`src/rtl/instr_rom_seq_if.sv`:
```
// Fetch-side bus of the instruction ROM: the PC and conflict inputs from the CPU,
// the program-load side band, and the registered fetch results.
// The master modport is the CPU/loader side. The slave modport is the ROM.
// Width parameters must match those of the attached instr_rom_seq instance.
interface instr_rom_seq_if #(
    parameter int DATA_W = 16,
    parameter int ADDR_W = 4,
    parameter int CNT_W  = 8
);
    logic [15:0]       pc;
    logic              mem_conflict;
    logic              load_en;
    logic [ADDR_W-1:0] load_addr;
    logic [DATA_W-1:0] load_data;
    logic [DATA_W-1:0] instruction;
    logic              valid;
    logic              oor;
    logic [CNT_W-1:0]  conflict_cnt;

    modport master (
        output pc, mem_conflict, load_en, load_addr, load_data,
        input  instruction, valid, oor, conflict_cnt
    );

    modport slave (
        input  pc, mem_conflict, load_en, load_addr, load_data,
        output instruction, valid, oor, conflict_cnt
    );
endinterface

```
`src/rtl/instr_rom_seq.sv`:
```
// Instruction memory for the ThinPad fetch stage.
// - Fetches are registered, so the result appears one cycle after the PC is presented.
// - While mem_conflict holds, the ROM emits NOP_WORD and keeps the displaced PC.
// - It replays the kept PC on the first cycle after the conflict ends.
// - A side-band port writes the program store.
// - A saturating counter tracks cycles lost to conflicts.
// Optional feature, macro IMEM_OOR_TRAP_EN: a PC >= DEPTH traps to NOP_WORD with
// oor=1 and does not wrap. Without the macro, the upper PC bits are ignored and
// oor is tied 0.
module instr_rom_seq #(
    parameter int                DATA_W   = 16,
    parameter int                ADDR_W   = 4,
    parameter logic [DATA_W-1:0] NOP_WORD = 16'b0000100000000000,
    parameter int                CNT_W    = 8
) (
    input  logic                 clk,
    input  logic                 rst,
    instr_rom_seq_if.slave       bus
);
    localparam int DEPTH = 2 ** ADDR_W;

`ifdef IMEM_OOR_TRAP_EN
    // The trap needs the full PC, including bits above the index, when it replays.
    localparam int HELD_W = 16;
`else
    localparam int HELD_W = ADDR_W;
`endif

    typedef enum logic {RUN, HOLD} state_t;

    state_t state, state_d;

    // NOTE: the program store has no reset. The loader owns its contents, and rst
    // must not erase a program that was loaded before reset was applied.
    logic [DATA_W-1:0] mem [DEPTH] = '{default: NOP_WORD};

    logic [HELD_W-1:0] held_pc, held_pc_d;
    logic [HELD_W-1:0] fetch_pc;
    logic [ADDR_W-1:0] idx;
    logic [DATA_W-1:0] instr_q, instr_d;
    logic              valid_q, valid_d;
    logic [CNT_W-1:0]  cnt_q;

    // A replay uses the kept PC. Any other fetch uses the live PC.
    assign fetch_pc = (state == HOLD) ? held_pc : bus.pc[HELD_W-1:0];
    assign idx      = fetch_pc[ADDR_W-1:0];

`ifdef IMEM_OOR_TRAP_EN
    logic oor_q, oor_d;
    logic out_of_range;
    assign out_of_range = |fetch_pc[15:ADDR_W];
`else
    logic unused_pc_hi;
    assign unused_pc_hi = ^bus.pc[15:ADDR_W];
`endif

    // Program load. The read in the output logic sees the pre-edge word, so a
    // fetch or replay at the index being written returns the old contents.
    always_ff @(posedge clk) begin
        if (bus.load_en) begin
            mem[bus.load_addr] <= bus.load_data;
        end
    end

    // State register and registered fetch outputs.
    // NOTE: every sequential assignment uses <= so that all registers update from
    // the same pre-edge values. A blocking assignment here would create ordering races.
    always_ff @(posedge clk or posedge rst) begin
        if (rst) begin
            state   <= RUN;
            held_pc <= '0;
            instr_q <= NOP_WORD;
            valid_q <= 1'b0;
`ifdef IMEM_OOR_TRAP_EN
            oor_q   <= 1'b0;
`endif
        end else begin
            state   <= state_d;
            held_pc <= held_pc_d;
            instr_q <= instr_d;
            valid_q <= valid_d;
`ifdef IMEM_OOR_TRAP_EN
            oor_q   <= oor_d;
`endif
        end
    end

    // Saturating count of cycles where the data side owned the memory.
    always_ff @(posedge clk or posedge rst) begin
        if (rst) begin
            cnt_q <= '0;
        end else if (bus.mem_conflict && (cnt_q != {CNT_W{1'b1}})) begin
            cnt_q <= cnt_q + CNT_W'(1);
        end
    end

    // Next state: a conflict holds the fetch, and its release returns to RUN via a replay.
    always_comb begin
        state_d = bus.mem_conflict ? HOLD : RUN;
    end

    // Next outputs: NOP while displaced; otherwise a fetch of the live PC or the replayed PC.
    always_comb begin
        // NOTE: every output of this block gets a default first, so no path leaves
        // it unassigned and no latch is inferred.
        instr_d   = NOP_WORD;
        valid_d   = 1'b0;
        held_pc_d = held_pc;
`ifdef IMEM_OOR_TRAP_EN
        oor_d     = oor_q;
`endif
        if (bus.mem_conflict) begin
            // Only the first conflict cycle captures the PC. Later ones ignore pc.
            if (state == RUN) begin
                held_pc_d = bus.pc[HELD_W-1:0];
            end
        end else begin
`ifdef IMEM_OOR_TRAP_EN
            if (out_of_range) begin
                oor_d = 1'b1;
            end else begin
                instr_d = mem[idx];
                valid_d = 1'b1;
                oor_d   = 1'b0;
            end
`else
            instr_d = mem[idx];
            valid_d = 1'b1;
`endif
        end
    end

    assign bus.instruction  = instr_q;
    assign bus.valid        = valid_q;
    assign bus.conflict_cnt = cnt_q;
`ifdef IMEM_OOR_TRAP_EN
    assign bus.oor          = oor_q;
`else
    assign bus.oor          = 1'b0;
`endif

endmodule

```
`src/flat_wrapper.sv`:
```
// flat-port wrapper written by rule: the top's interface ports become plain ports
module instr_rom_seq_flat 
#(
    parameter int                DATA_W   = 16,
    parameter int                ADDR_W   = 4,
    parameter logic [DATA_W-1:0] NOP_WORD = 16'b0000100000000000,
    parameter int                CNT_W    = 8
)
  (clk, rst, bus_pc, bus_mem_conflict, bus_load_en, bus_load_addr, bus_load_data, bus_instruction, bus_valid, bus_oor, bus_conflict_cnt);
  instr_rom_seq_if #(.DATA_W(DATA_W), .ADDR_W(ADDR_W), .CNT_W(CNT_W)) bus_i ();
  input  logic clk;
  input  logic rst;
  input wire logic [$bits(bus_i.pc)-1:0] bus_pc;
  input wire logic [$bits(bus_i.mem_conflict)-1:0] bus_mem_conflict;
  input wire logic [$bits(bus_i.load_en)-1:0] bus_load_en;
  input wire logic [$bits(bus_i.load_addr)-1:0] bus_load_addr;
  input wire logic [$bits(bus_i.load_data)-1:0] bus_load_data;
  output wire logic [$bits(bus_i.instruction)-1:0] bus_instruction;
  output wire logic [$bits(bus_i.valid)-1:0] bus_valid;
  output wire logic [$bits(bus_i.oor)-1:0] bus_oor;
  output wire logic [$bits(bus_i.conflict_cnt)-1:0] bus_conflict_cnt;
  assign bus_i.pc = bus_pc;
  assign bus_i.mem_conflict = bus_mem_conflict;
  assign bus_i.load_en = bus_load_en;
  assign bus_i.load_addr = bus_load_addr;
  assign bus_i.load_data = bus_load_data;
  assign bus_instruction = bus_i.instruction;
  assign bus_valid = bus_i.valid;
  assign bus_oor = bus_i.oor;
  assign bus_conflict_cnt = bus_i.conflict_cnt;
  instr_rom_seq #(.DATA_W(DATA_W), .ADDR_W(ADDR_W), .NOP_WORD(NOP_WORD), .CNT_W(CNT_W)) u_core (.clk(clk), .rst(rst), .bus(bus_i));
endmodule
```
`config.mk`:
```
export PLATFORM = sky130hd
export DESIGN_NAME = instr_rom_seq_flat
export DESIGN_NICKNAME = d
export VERILOG_FILES = /design/src/rtl/instr_rom_seq_if.sv /design/src/rtl/instr_rom_seq.sv /design/src/flat_wrapper.sv
export SDC_FILE = /design/constraint.sdc
export NUM_CORES = 1
export LEC_CHECK = 0
export ABC_CLOCK_PERIOD_IN_PS = 2600
export CAP_MARGIN = 15
export CELL_PAD_IN_SITES_DETAIL_PLACEMENT = 0
export CELL_PAD_IN_SITES_GLOBAL_PLACEMENT = 1
export CORE_MARGIN = 2
export CORE_UTILIZATION = 50
export DETAILED_ROUTE_END_ITERATION = 8
export GPL_ROUTABILITY_DRIVEN = 1
export PLACE_DENSITY = 0.79
export SETUP_SLACK_MARGIN = 0.5
export SLEW_MARGIN = 30
export SYNTH_ARGS = -nofsm -noshare
export SYNTH_HDL_FRONTEND = slang
export SYNTH_SLANG_ARGS = --single-unit
```
`constraint.sdc`:
```
create_clock -name clk -period 2.6 [get_ports clk]
set_input_delay 0.39 -clock clk [delete_from_list [all_inputs] [get_ports clk]]
set_output_delay 0.39 -clock clk [all_outputs]
set_load 0.05 [all_outputs]
```
Word-level counts from Yosys, hierarchy flattened:

Memories as Yosys holds them, arrays and structs flattened.
Index checks and enable logic that the tools add are counted.

* register bits: 30
* bits in latches: 0
* RAM bits: 256
* ROM bits: 0
* input bits: 40
* output and inout bits: 26
* logic and storage cells: 15
* memories: 1

Memories
* u_core.mem: depth 16, width 16, read ports 1, clocked after Yosys merged registers in 0, write ports 1, RTL line instr_rom_seq.sv:35 `logic [DATA_W-1:0] mem [DEPTH] = '{default: NOP_WORD};`

* add/subtract/negate cells: 1
* multiply operators: 0
* div/mod/pow operators: 0
* $lt $le $gt $ge: 0
* eq/ne operators: 1
* shift-type cells: 0
* mux-type cells: 6
* bitwise gates (word level): 0
* reduce and logical (&&, ||, !) cells: 1

Operators with widths (number)
* $mux 16: 1
* $add 8x1->8 const B: 1
* $ne 8x8->1 const B: 1
* $mux 1: 4
* $mux 4: 1
* $logic_and 1x1->1: 1

Logic depth before layout (Yosys ltp):

An unclocked memory read counts as a cell.

* depth in word-level cells: 3
* mapped depth: 8
* depth with buffers taken out: 6

Least setup slack after synthesis:

OpenSTA, ideal clock, no wires.

* kind: input port to flip-flop
* start: input port bus_load_addr[2]
* end: memory u_core.mem[0][0] (enable)
* setup time: 0.409 ns
* data arrival time: 2.036 ns
* data required time: 2.191 ns
* setup slack: 0.155 ns
* stages on the path: 2
* path buffers: 0
* cells stage by stage: or3b_2 -> nor3_1

RTL lines
* start, declared: RTL line flat_wrapper.sv:16 `input wire logic [$bits(bus_i.load_addr)-1:0] bus_load_addr;`
* end, declared: RTL line instr_rom_seq.sv:35

No word-level cell before the write port.

Worst setup path after layout:

* start: register u_core.state
* end: register u_core.instr_q[9] (netlist: u_core.bus.instruction[9])

* word-level cells in the longest chain between the ends: 3

RTL lines
* start, declared: RTL line instr_rom_seq.sv:31 `state_t state, state_d;`
* start signal, assigned: RTL line instr_rom_seq.sv:78 `state <= state_d;`
* $mux 4
* $mem_v2 16x16
* $mux 16: RTL line instr_rom_seq.sv:112 `if (bus.mem_conflict) begin`
* net u_core.instr_d[9]: RTL line instr_rom_seq.sv:40 `logic [DATA_W-1:0] instr_q, instr_d;`
* end signal, assigned: RTL line instr_rom_seq.sv:80 `instr_q <= instr_d;`
* end, declared: RTL line instr_rom_seq.sv:40

The timed path passes the listed nets, and every way through them passes these cells.
A chain may end at the register's enable or synchronous reset.

==> results.py <==
metrics = {
    "outcome": {
        "status": "finished, final reports clean",
    },
    "sta": {
        "worst_slew_pin_slew_ns": 0.644,
        "min_period_ns": 2.06,
        "rsz0062_at_grt": "false",
        "min_period_over_period_pct": 79.4,
        "finalSetupTns_ns": 0,
        "max_slew_margin_pct": 57.0,
        "finalSetupViolCount": 0,
        "hold_violations": 0,
        "setup_ws_ns": 0.536,
        "max_freq_mhz": 485,
        "fin_skew_ns": 0.00773,
        "hold_ws_ns": 0.280,
        "drv_slew": 0,
    },
    "synth": {
        "ys_types": 38,
        "synth_top_area_cell": "edfxtp_1",
        "synth_fp_nets": 702,
        "netlist.area_leader.share_pct": 70.6,
        "synth_area_leaders": "edfxtp_1 71%, dfrtp_1 6.7%, mux4_2 6.2%",
        "ys_ff_latch": 286,
        "synth_cells": 661,
        "netlist_area_mm2": 0.0109,
        "ys_seq_area_share_pct": 77.5,
        "yosysWarningCount": 0,
        "synth.avg_cell_area_um2": 16.5,
    },
    "critical_path": {
        "critPathCaptureType": "flip-flop",
        "cp_cell_sequence": "mux2i_4 > buf_4 > buf_12 > mux4_2 > a22oi_1 > o21ai_1",
        "rr_startpoint": "u_core.state",
        "cpPeakStageDelay_ns": 0.52,
        "r2r-end": "u_core.bus.instruction[9]",
        "worstPathArrival_ns": 2.46,
        "critPathRequiredTime_ns": 3.00,
        "cpMaxStageDelayCell": "mux4_2",
        "setup.worst_path.start_class": "flip-flop",
        "rr_worst_depth": 6,
        "cp_top_family": "multiplexers",
        "worst-path-stages": 6,
        "critPathCapture": "u_core.bus.instruction[9]",
        "ff2ff_setup_slack_ns": 0.54,
        "critPathLaunch": "u_core.state",
        "cp_max_fo": 14,
        "worst-path-buf-inv": 2,
        "crit_type": "flip-flop to flip-flop",
    },
    "clock_tree": {
        "clock_path_buffers": 3,
        "cts_buffers": 28,
        "path_clk_slew_ns": 0.06,
        "cts.htree.levels": 1,
        "cts.sinks": 286,
        "root_buffer": "clkbuf_16",
        "cts_tree": "built",
        "clock_latency_ns": 0.53,
        "cts_hold_buf": 0,
    },
    "layout": {
        "final-seq-area_mm2": 0.00844,
        "nFillCells": 1523,
        "finalInstanceArea_mm2": 0.0131,
        "stdcell_count": 1058,
        "multi_input_area_mm2": 0.00234,
        "final_common_cell": "edfxtp_1",
        "drive_gt1_share_pct": 17.9,
        "nets": 801,
        "final_cell_mix": "256 x edfxtp_1, 134 x nand2_1, 65 x nand3_1, 38 x buf_4, 32 x clkbuf_16",
        "synthToLayoutAreaGrowth_pct": 20.1,
    },
    "flow_run": {
        "maxCapViolations": 0,
    },
    "routing": {
        "remaining_drc_errors": 0,
        "antenna_left": 0,
        "wire_per_inst_um": 22.7,
        "dr.pass1.iters": 5,
        "viasPerCell": 5.69,
        "drt_iter0_markers": 590,
        "postRouteWirelength_mm": 24.0,
        "vias": 6015,
    },
    "place": {
        "port_buffers": 52,
        "dpl_cell_area_mm2": 0.0120,
        "pre_cts_slack_ns": 0.139,
        "dp_cells": 998,
        "place.gp.congestion": 0.797,
        "place_hpwl_mm": 14.2,
    },
    "floorplan": {
        "ioPinCount": 66,
        "dieHeight_um": 152,
        "initial_core_util_pct": 51.3,
        "fp-row-count": 53,
        "dieWidth_um": 152,
        "die_area_mm2": 0.0230,
        "core-area_mm2": 0.0212,
    },
    "grt": {
        "antenna_found_initial": 1,
        "grt_pass1_vias": 6139,
        "grt_max_degree": 46,
        "overflow": 0,
        "grt.total_usage_pct": 21.2,
        "grt_pass1_wl_mm": 35.4,
    },
    "power_and_ir_drop": {
        "pwr_density_cell_mw_per_mm2": 823,
        "peakVddDrop_mv": 0.596,
        "power.leakage_uw": 0.00461,
    },
    "hold_path": {
        "hp-class": "primary input to async pin",
    },
}
-- kinds of logic after synthesis --
family / Yosys count / share of synthesized area, %
adders and majority gates: 1 / 0.115
muxes: 42 / 7.46
xor gates and xnor gates: 7 / 0.563
other: 1 / 0.0344
and+or+nand+nor: 246 / 9.98
buffers and inverters: 34 / 1.57
AOI/OAI and AO/OA: 44 / 2.77
DFF: 286 / 77.5
-- power breakdown --
part / internal [uW] / switching (uW) / total [uW]
clock network: 2450 / 1580 / 4030
logic: 516 / 915 / 1430
registers: 5200 / 107 / 5310
total: 8170 / 2600 / 10800
-- cell type report --
type,count,area share [%]
repair buffers,99,7.55
clock inverters,11,0.775
well taps,275,2.63
diodes,1,0.0191
clock buffers,41,6.51
inverters,4,0.115
multi-input cells,341,17.9
flip-flops and latches,286,64.5
-- how the worst min path moves through the flow --
stage                                           from                    endpoint  slack, ns  cells after the start
after global placement    u_core.bus.conflict_cnt[2]  u_core.bus.conflict_cnt[2]       0.49                      1
after detailed placement  u_core.bus.conflict_cnt[2]  u_core.bus.conflict_cnt[2]       0.50                      1
final                                            rst           u_core.held_pc[0]       0.28                      3
after floorplan                     bus_mem_conflict                u_core.state       0.42                      0
after CTS                                        rst            u_core.bus.valid       0.28                      3
after global routing                             rst            u_core.bus.valid       0.30                      3
-- synth_stat cells, drive strengths merged --
cell type / count
o32ai: 2
or3b: 1
mux2: 7
nand4: 15
nand3: 65
mux4: 30
mux2i: 5
dfstp: 1
nor3: 4
a21oi: 2
nand3b: 2
o32a: 1
a221oi: 1
and3: 2
nand2: 134
and4: 1
and2: 2
clkbuf: 11
o21ai: 17
a31oi: 1
nand2b: 5
inv: 4
nor2: 15
ha: 1
dfrtp: 29
xnor2: 5
a41oi: 1
o22ai: 3
xor2: 2
a32oi: 1
buf: 19
a22oi: 15
edfxtp: 256
conb: 1
-- state kept, by name (all words and copies together), names as in the netlist --
signal                   count
u_core.bus.valid             1
u_core.bus.conflict_cnt      8
u_core.held_pc               4
u_core.mem                 256
u_core.state                 1
u_core.bus.instruction      16
-- what timing repair did --
action                     4_1_cts  5_1_grt
resized for setup               15       11
setup buffers                    0        4
gates cloned                     0        3
setup endpoints to repair       15       21
pin swaps                        0        0
-- tightest hold or removal path: cells and delay by family --
kind	cells	cell delay (ns)
buffers and inverters	3	0.85
-- routing by layer --
layer | GRT usage, % | wire length, um | vias to the layer above
met5 | 0 | 0 | -
met4 | 5.60 | 471 | 0
met3 | 3.23 | 1230 | 34
met2 | 39.8 | 13200 | 176
met1 | 25.4 | 9110 | 3081
li1 | - | - | 2724
-- stage by stage --
stage / util (%) / total power [uW]
after floorplan: - / 6270
after global placement: 56.5 / 6780
after detailed placement: 56.5 / 6830
after CTS: 60.9 / 10800
after global routing: 61.6 / 11100
final: 61.6 / 10800
Power figures use the tool's default switching activity.
